--- src/rtl/hdlc_host_ctrl.sv ---
// Bridges a requester Tx byte stream and an Rx byte stream onto the Hdlc register bus.
// One transaction (Tx frame or Rx drain) runs at a time; Rx wins arbitration in IDLE.
module hdlc_host_ctrl #(
  parameter int MAX_TX_LEN = 126
) (
  input  logic       Clk,
  input  logic       Rst,
  input  logic       tx_valid,
  input  logic [7:0] tx_data,
  input  logic       tx_last,
  output logic       tx_ready,
  output logic       tx_done,
  output logic       tx_err,
  output logic       rx_valid,
  output logic [7:0] rx_data,
  output logic       rx_last,
  output logic [2:0] Address,
  output logic       WriteEnable,
  output logic       ReadEnable,
  output logic [7:0] DataIn,
  input  logic [7:0] DataOut,
  input  logic       Rx_Ready,
  input  logic       Tx_Done
);

  localparam logic [2:0] IDLE     = 3'd0;
  localparam logic [2:0] TX_LOAD  = 3'd1;
  localparam logic [2:0] TX_START = 3'd2;
  localparam logic [2:0] TX_WAIT  = 3'd3;
  localparam logic [2:0] TX_ABORT = 3'd4;
  localparam logic [2:0] TX_FLUSH = 3'd5;
  localparam logic [2:0] RX_LEN   = 3'd6;
  localparam logic [2:0] RX_DATA  = 3'd7;

  localparam logic [2:0] ADDR_TX_SC   = 3'd0;
  localparam logic [2:0] ADDR_TX_BUFF = 3'd1;
  localparam logic [2:0] ADDR_RX_BUFF = 3'd3;
  localparam logic [2:0] ADDR_RX_LEN  = 3'd4;

  localparam logic [7:0] TX_ENABLE = 8'h02;
  localparam logic [7:0] TX_ABORTF = 8'h04;
  localparam logic [7:0] MAX_LEN   = 8'(MAX_TX_LEN);

  logic [2:0] state_q, state_d;
  logic [7:0] byte_cnt_q, byte_cnt_d;
  logic [1:0] phase_q, phase_d;
  logic [7:0] rx_len_q, rx_len_d;
  logic [7:0] rd_cnt_q, rd_cnt_d;
  logic       rd_pend_q, rd_pend_d;
  logic       rd_last_q, rd_last_d;
  logic       abort_last_q, abort_last_d;

  // Rx bytes come straight off DataOut in the cycle after each Rx_Buff read.
  assign rx_valid = rd_pend_q;
  assign rx_data  = rd_pend_q ? DataOut : 8'h00;
  assign rx_last  = rd_pend_q & rd_last_q;

  always_comb begin
    state_d      = state_q;
    byte_cnt_d   = byte_cnt_q;
    phase_d      = phase_q;
    rx_len_d     = rx_len_q;
    rd_cnt_d     = rd_cnt_q;
    rd_pend_d    = 1'b0;
    rd_last_d    = 1'b0;
    abort_last_d = abort_last_q;
    tx_ready     = 1'b0;
    tx_done      = 1'b0;
    tx_err       = 1'b0;
    Address      = 3'd0;
    WriteEnable  = 1'b0;
    ReadEnable   = 1'b0;
    DataIn       = 8'h00;

    case (state_q)
      IDLE: begin
        if (Rx_Ready) begin
          state_d = RX_LEN;
          phase_d = 2'd0;
        end else if (tx_valid) begin
          state_d      = TX_LOAD;
          byte_cnt_d   = 8'd0;
          abort_last_d = 1'b0;
        end
      end

      TX_LOAD: begin
        tx_ready = 1'b1;
        if (tx_valid) begin
          // The byte that would overflow the frame is dropped, never written.
          if (byte_cnt_q >= MAX_LEN) begin
            state_d      = TX_ABORT;
            abort_last_d = tx_last;
          end else begin
            Address     = ADDR_TX_BUFF;
            WriteEnable = 1'b1;
            DataIn      = tx_data;
            byte_cnt_d  = byte_cnt_q + 8'd1;
            if (tx_last) begin
              state_d = TX_START;
              phase_d = 2'd0;
            end
          end
        end
      end

      TX_START: begin
        if (phase_q == 2'd0) begin
          Address     = ADDR_TX_SC;
          WriteEnable = 1'b1;
          DataIn      = TX_ENABLE;
        end
        if (phase_q == 2'd2) begin
          state_d = TX_WAIT;
        end else begin
          phase_d = phase_q + 2'd1;
        end
      end

      TX_WAIT: begin
        if (Tx_Done) begin
          tx_done = 1'b1;
          state_d = IDLE;
        end
      end

      TX_ABORT: begin
        Address     = ADDR_TX_SC;
        WriteEnable = 1'b1;
        DataIn      = TX_ABORTF;
        tx_err      = 1'b1;
        state_d     = TX_FLUSH;
      end

      TX_FLUSH: begin
        // If the overflowing byte already closed the frame there is nothing left to drain.
        if (abort_last_q) begin
          state_d = IDLE;
        end else begin
          tx_ready = 1'b1;
          if (tx_valid && tx_last) begin
            state_d = IDLE;
          end
        end
      end

      RX_LEN: begin
        if (phase_q == 2'd0) begin
          Address    = ADDR_RX_LEN;
          ReadEnable = 1'b1;
          phase_d    = 2'd1;
        end else begin
          rx_len_d = DataOut;
          rd_cnt_d = 8'd0;
          state_d  = (DataOut == 8'd0) ? IDLE : RX_DATA;
        end
      end

      RX_DATA: begin
        if (rd_cnt_q != rx_len_q) begin
          Address    = ADDR_RX_BUFF;
          ReadEnable = 1'b1;
          rd_cnt_d   = rd_cnt_q + 8'd1;
          rd_pend_d  = 1'b1;
          rd_last_d  = ((rd_cnt_q + 8'd1) == rx_len_q);
        end else begin
          state_d = IDLE;
        end
      end

      default: state_d = IDLE;
    endcase
  end

  always_ff @(posedge Clk or negedge Rst) begin
    if (!Rst) begin
      state_q      <= IDLE;
      byte_cnt_q   <= 8'd0;
      phase_q      <= 2'd0;
      rx_len_q     <= 8'd0;
      rd_cnt_q     <= 8'd0;
      rd_pend_q    <= 1'b0;
      rd_last_q    <= 1'b0;
      abort_last_q <= 1'b0;
    end else begin
      state_q      <= state_d;
      byte_cnt_q   <= byte_cnt_d;
      phase_q      <= phase_d;
      rx_len_q     <= rx_len_d;
      rd_cnt_q     <= rd_cnt_d;
      rd_pend_q    <= rd_pend_d;
      rd_last_q    <= rd_last_d;
      abort_last_q <= abort_last_d;
    end
  end

endmodule
--- config.mk ---
export PLATFORM = sky130hd
export DESIGN_NAME = hdlc_host_ctrl
export DESIGN_NICKNAME = d
export VERILOG_FILES = /design/src/rtl/hdlc_host_ctrl.sv
export SDC_FILE = /design/constraint.sdc
export NUM_CORES = 1
export LEC_CHECK = 0
export ABC_AREA = 1
export ABC_CLOCK_PERIOD_IN_PS = 2600
export CAP_MARGIN = 30
export CELL_PAD_IN_SITES_DETAIL_PLACEMENT = 1
export CELL_PAD_IN_SITES_GLOBAL_PLACEMENT = 1
export CORE_UTILIZATION = 39
export DETAILED_ROUTE_END_ITERATION = 8
export PLACE_DENSITY = 0.82
export SYNTH_ARGS = -nofsm -noshare
export SYNTH_HDL_FRONTEND = slang
export SYNTH_SLANG_ARGS = --single-unit
--- constraint.sdc ---
create_clock -name Clk -period 2.6 [get_ports Clk]
set_input_delay 0.39 -clock Clk [delete_from_list [all_inputs] [get_ports Clk]]
set_output_delay 0.39 -clock Clk [all_outputs]
set_load 0.02 [all_outputs]
# After elaboration in Yosys (flattened, before gate mapping)
# Index checks and enable logic that the tools add are counted.
# word_totals
input_bits	22
out_inout_bits	26
latch_bits	0
wordCells	111
romBits	0
ramBits	0
reg_bits	32
memories	0
# classes
n_eq_ne	27
muxes	57
multipliers	0
magnitude_cmp	1
n_addsub	3
div	0
bitwise_logic	2
n_shift	0
reduce_logical	13
# ops
cell	count
2-to-1 mux 8 bit	9
2-to-1 mux 3 bit	13
one-hot mux 8 bit (2 select lines)	2
inequality test 2 bit, second input constant	14
one-hot mux 3 bit (8 select lines)	1
one-hot mux 8 bit (3 select lines)	1
2-to-1 mux 1 bit	17
adder 8 x 1 -> 8 bit, second input constant	2
2-to-1 mux 2 bit	8
equality test 3 bit, second input constant	4
AND reduction 5 bit	2
inequality test 3 bit, second input constant	3
one-hot mux 3 bit (3 select lines)	1
equality test 8 bit	1
greater-or-equal comparator 8 x 7 -> 1 bit, second input constant	1
logical NOT 8 bit	1
inequality test 8 bit	1
one-hot mux 2 bit (4 select lines)	1
AND reduction 8 bit	1
AND reduction 7 bit	1
equality test 3 x 2 -> 1 bit, second input constant	2
one-hot mux 1 bit (2 select lines)	3
nonzero test 2 bit	2
nonzero test 4 bit	1
11 further kinds	11

# Depth between registers and ports, before layout
# logic_depth
depth_word	4
ltp_mapped	11
depth_no_buf	11

# Least setup slack after synthesis
# Ideal clock, no wire load.
# synth_path
path_type	register -> output
from	register state_q[1]
to	output DataIn[1]
stages_incl_launch_ff	7
arrival_time_ps	1483
n_path_buf	1
t_required_ps	2210
path_slack_ps	727
cell_sequence	dfrtp_1 -> nor2_2 -> nand2_2 -> inv_2 -> nand4_1 -> buf_2 -> o22ai_1
# synth_between
elab_chain_len	2
word_cells_on_any_way	4
classes_between	eq/ne: 3; mux: 1
# synth_lines
item	line	rtl
from (decl)	44	logic [2:0] state_q, state_d;
from (signal assigned)	186	state_q <= state_d;
equality test 3 bit (tied with other cells)	75	case (state_q)
one-hot mux 8 bit (3 select lines) *	75	
to (decl)	20	output logic [7:0] DataIn,
# Every way passes the cells marked *; elsewhere a longest branch is shown, timed or not.

# Worst setup path after layout
# Same ends and word-level chain as after synthesis.

==> results.rst <==
.. list-table::
   :header-rows: 1

   * - Metric
     - Value
   * - Outcome
     - finished clean
   * - Final total negative setup slack
     - 0 ns
   * - Post-synth net total
     - 350
   * - Starting Density
     - 0.404
   * - Drt wl/cell
     - 14.7 microns
   * - Total routed wire length on the met1 layer
     - 2830 microns
   * - CTS Hold Buffers Added
     - 0
   * - Leading register cell type out of synthesis
     - sky130_fd_sc_hd__dfrtp_1
   * - Starting DRT DRC Count
     - 96
   * - Critical path depth
     - 7
   * - Class of the worst hold path
     - register to register
   * - Uppermost signal routing layer after detailed routing
     - met4
   * - Number of nets in the finished design
     - 405
   * - Relative contribution of combinational cells to total power
     - 0.528
   * - Transition time at the pin with the least slew margin
     - around 0.45 ns
   * - Setup crit end kind
     - primary output
   * - Combined area of all synthesized cells
     - between 2000 and 2500 sq um
   * - Placeable core area
     - ~5500 sq um
   * - WP buf/inv
     - 3
   * - H-tree levels
     - 2
   * - Proportion of synthesized chip area in sequential cells
     - 0.360
   * - Final critical-path required period
     - roughly 2.4 ns
   * - Post-synthesis average cell area
     - just under 7 sq um
   * - Most frequent standard cell in the layout excluding fill and tap cells
     - sky130_fd_sc_hd__nand2_1
   * - Worst Clk Skew
     - approximately 0.0067 ns
   * - CTS tree
     - built
   * - Wire length on met2
     - about 3600 microns
   * - Non-Filler Instances
     - 450
   * - Type of the setup path with the least slack
     - register to primary output
   * - Reg-to-reg critical path startpoint
     - rd_cnt_q[0]$_DFFE_PN0P_
   * - IO Count
     - 48
   * - Number of buffers between clock root and the deepest sink
     - 2
   * - Slack of the worst reg-to-reg path
     - 0.87 ns
   * - Asr flop ratio synth
     - 1.00
   * - Length of routed met3 wiring
     - about 150 microns
   * - Achievable frequency
     - about 420 MHz
   * - Critical path data required time
     - 2.21 ns
   * - Post-DP HPWL
     - approximately 5200 microns
   * - Number of synthesized flops with an enable pin
     - 0
   * - Initial DRT Pass Iterations
     - 4
   * - Initial antenna violation count
     - 0
   * - PD cells
     - around 840 nW/um^2
   * - Number of antenna-violating nets in the routed design
     - 0
   * - Reg-to-reg endpoint
     - rd_last_q$_DFF_PN0_
   * - Maximum Capacitance Violations
     - 0
   * - Inst Count DP
     - ~440
   * - Post-route fraction of the period consumed by the critical path
     - 0.920
   * - Leakage power
     - around 1.5 nW
   * - First-pass GRT wire length
     - 11,200 microns
   * - Die width
     - between 70 and 80 microns
   * - Depth of the most critical reg-to-reg path
     - 9
   * - Final number of hold-violating endpoints
     - 0
   * - Total routing resource utilization after global routing
     - 0.240
   * - Max-slew violations
     - 0
   * - Fraction of final layout cells with drive strength greater than 1
     - 0.114
   * - CTS clock-pin slew for the worst setup and hold paths
     - roughly 0.07 ns
   * - Register share of total power
     - 0.318
   * - Unique masters post-synth
     - 30
   * - RSZ-0062 raised after global routing
     - false
   * - Commonest cells after routing, fill and taps aside
     - 86 x sky130_fd_sc_hd__nand2_1, 49 x sky130_fd_sc_hd__inv_1, 35 x sky130_fd_sc_hd__nor2_1, 35 x sky130_fd_sc_hd__clkdlybuf4s50_1, 32 x sky130_fd_sc_hd__dfrtp_1
   * - Final wirelength
     - about 6600 microns
   * - Biggest fanout along the worst timing path
     - 13
   * - Highest cell delay on the worst timing path
     - between 0.4 and 0.5 ns
   * - Seq cells post-synth
     - 32
   * - Final setup violation count
     - 0
   * - Buffer count from post-CTS setup fixing
     - 0
   * - GPL Wtd Cong
     - slightly above 0.8
   * - Clock Latency Late Sink
     - 0.29 ns
   * - Pint
     - 0.00129 W
   * - Site row count
     - 27
   * - DRC viols
     - 0
   * - Launching element of the worst setup path
     - state_q[1]$_DFFE_PN0P_
   * - Critical Path AT
     - ~2.0 ns
   * - Relative slew slack
     - 0.699
   * - Count of mapped cells out of synthesis
     - around 320
   * - CTS Buf Count
     - 5
   * - Pin count of the biggest net entering global routing
     - 33
   * - Worst-path cell with the longest stage delay
     - sky130_fd_sc_hd__dfrtp_1
   * - Switching part of the total
     - 0.467
   * - Startpoint Class
     - register
   * - Sw Pwr
     - approximately 0.0011 W
   * - Clock root buffer
     - sky130_fd_sc_hd__clkbuf_8
   * - Clock network power share
     - 0.154
   * - Clock net sink count
     - 32
   * - Layout Area Growth over Synthesis
     - 29.2%
   * - Vias
     - 2,260
   * - Antenna diode count
     - 0
   * - Crit-path leading delay family
     - buffers and inverters
   * - Synthesis Warnings
     - 0
   * - Maximum vdd drop
     - slightly above 0.4 mV
   * - Worst setup path end
     - DataIn[1]
   * - Vias in the first global route
     - roughly 2,300
   * - Y dimension of the die
     - 77.5 microns
   * - Critical-path cell list
     - nor2_2 -> nand2_2 -> inv_2 -> nand4_1 -> buf_4 -> o22ai_1 -> dlygate4sd2_1
   * - Port buffer count
     - 47
   * - Die area
     - 6010 sq um
   * - Number of vias per cell
     - ~5
   * - GRT Residual Overflow
     - 0
[layer usage]
metal | vias to the layer above | global-route usage
met5 | - | 0
met2 | 23 | 0.445
li1 | 1119 | -
met3 | 5 | 0.0400
met4 | 0 | 0.0415
met1 | 1113 | 0.291
[tightest hold or removal path, stage by stage (launching register included)]
cell                      delay [ns]
sky130_fd_sc_hd__dfrtp_1        0.35
sky130_fd_sc_hd__nand2_1        0.06
sky130_fd_sc_hd__o31ai_1        0.05
[sequential cells by signal, summed over array words and instances, names as in the netlist]
register and flops:
rd_cnt_q 8, state_q 3, rd_last_q 1, byte_cnt_q 8, abort_last_q 1, phase_q 2, rx_valid 1, rx_len_q 8
[area by class of cell]
type | count | area, sq um
timing repair buffer | 53 | 508
clock inverter | 1 | 5.00
inverter | 57 | 214
fill | 746 | 2630
multi-input combinational | 229 | 1180
tap | 72 | 90.1
sequential | 32 | 801
clock buffer | 6 | 72.6
[cells in the mapped netlist (4+ instances only)]
| master | instances | area (sq um) |
|---|---|---|
| sky130_fd_sc_hd__nand2_1 | 86 | 323 |
| sky130_fd_sc_hd__inv_1 | 49 | 184 |
| sky130_fd_sc_hd__nor2_1 | 35 | 131 |
| sky130_fd_sc_hd__dfrtp_1 | 32 | 801 |
| sky130_fd_sc_hd__nand3_1 | 18 | 90.1 |
| sky130_fd_sc_hd__nand2_2 | 12 | 75.1 |
| sky130_fd_sc_hd__a21oi_1 | 11 | 55.1 |
| sky130_fd_sc_hd__o21ai_0 | 9 | 45.0 |
| sky130_fd_sc_hd__inv_2 | 8 | 30.0 |
| sky130_fd_sc_hd__nand4_1 | 8 | 50.1 |
| sky130_fd_sc_hd__o21ai_1 | 8 | 40.0 |
| sky130_fd_sc_hd__xor2_1 | 8 | 70.1 |
| sky130_fd_sc_hd__ha_1 | 5 | 62.6 |
| sky130_fd_sc_hd__xnor2_1 | 5 | 43.8 |
| sky130_fd_sc_hd__nor3_1 | 4 | 20.0 |
[cell families (layout without fill, tap and decap cells)]
kind of cell,count (synthesis),count (layout),share of synthesized area
AOI/OAI and AO/OA,37,37,0.0979
xor gates and xnor gates,13,13,0.0512
adders and majority gates,5,5,0.0281
buffers and inverters,62,117,0.110
DFF,32,32,0.360
muxes,1,1,0.00506
and+or+nand+nor,173,173,0.348
[worst min-delay path by stage]
| stage | startpoint | endpoint | cells after the start |
|---|---|---|---|
| after floorplan | Rst | abort_last_q$_DFFE_PN0P_ | 0 |
| after global placement | phase_q[0]$_DFFE_PN0P_ | phase_q[0]$_DFFE_PN0P_ | 2 |
| after detailed placement | abort_last_q$_DFFE_PN0P_ | abort_last_q$_DFFE_PN0P_ | 2 |
| after CTS | abort_last_q$_DFFE_PN0P_ | abort_last_q$_DFFE_PN0P_ | 2 |
| after global routing | Rst | rd_cnt_q[0]$_DFFE_PN0P_ | 2 |
| final | abort_last_q$_DFFE_PN0P_ | abort_last_q$_DFFE_PN0P_ | 2 |
[metrics by stage]
stage                     total power (W)  hold WS, ns  setup WS, ns  instance area [sq um]   util
after CTS                         0.00244        0.503        0.0515                   2870  0.521
after floorplan                   0.00161       0.0944         0.727                   2220      -
after global placement            0.00203        0.476         0.267                   2800  0.509
after global routing              0.00262        0.545        0.0902                   2880  0.522
after detailed placement          0.00209        0.486         0.242                   2800  0.509
final                             0.00242        0.493         0.207                   2880  0.522
[what timing repair did]
item                       CTS  global route
setup endpoints to repair   11             2
cloned                       0             0
pin swaps                    0             0
gates resized for setup     11             2
[power groups by stage]
stage | sequential, W | clock [W] | combinational (W)
global placement | 0.000766 | 0 | 0.00126
global route | 0.000787 | 0.000403 | 0.00143
finish | 0.000770 | 0.000373 | 0.00128
CTS | 0.000767 | 0.000381 | 0.00129
detailed placement | 0.000773 | 0 | 0.00131
floorplan | 0.000747 | 0 | 0.000867
(Power assumes the default switching activity.)
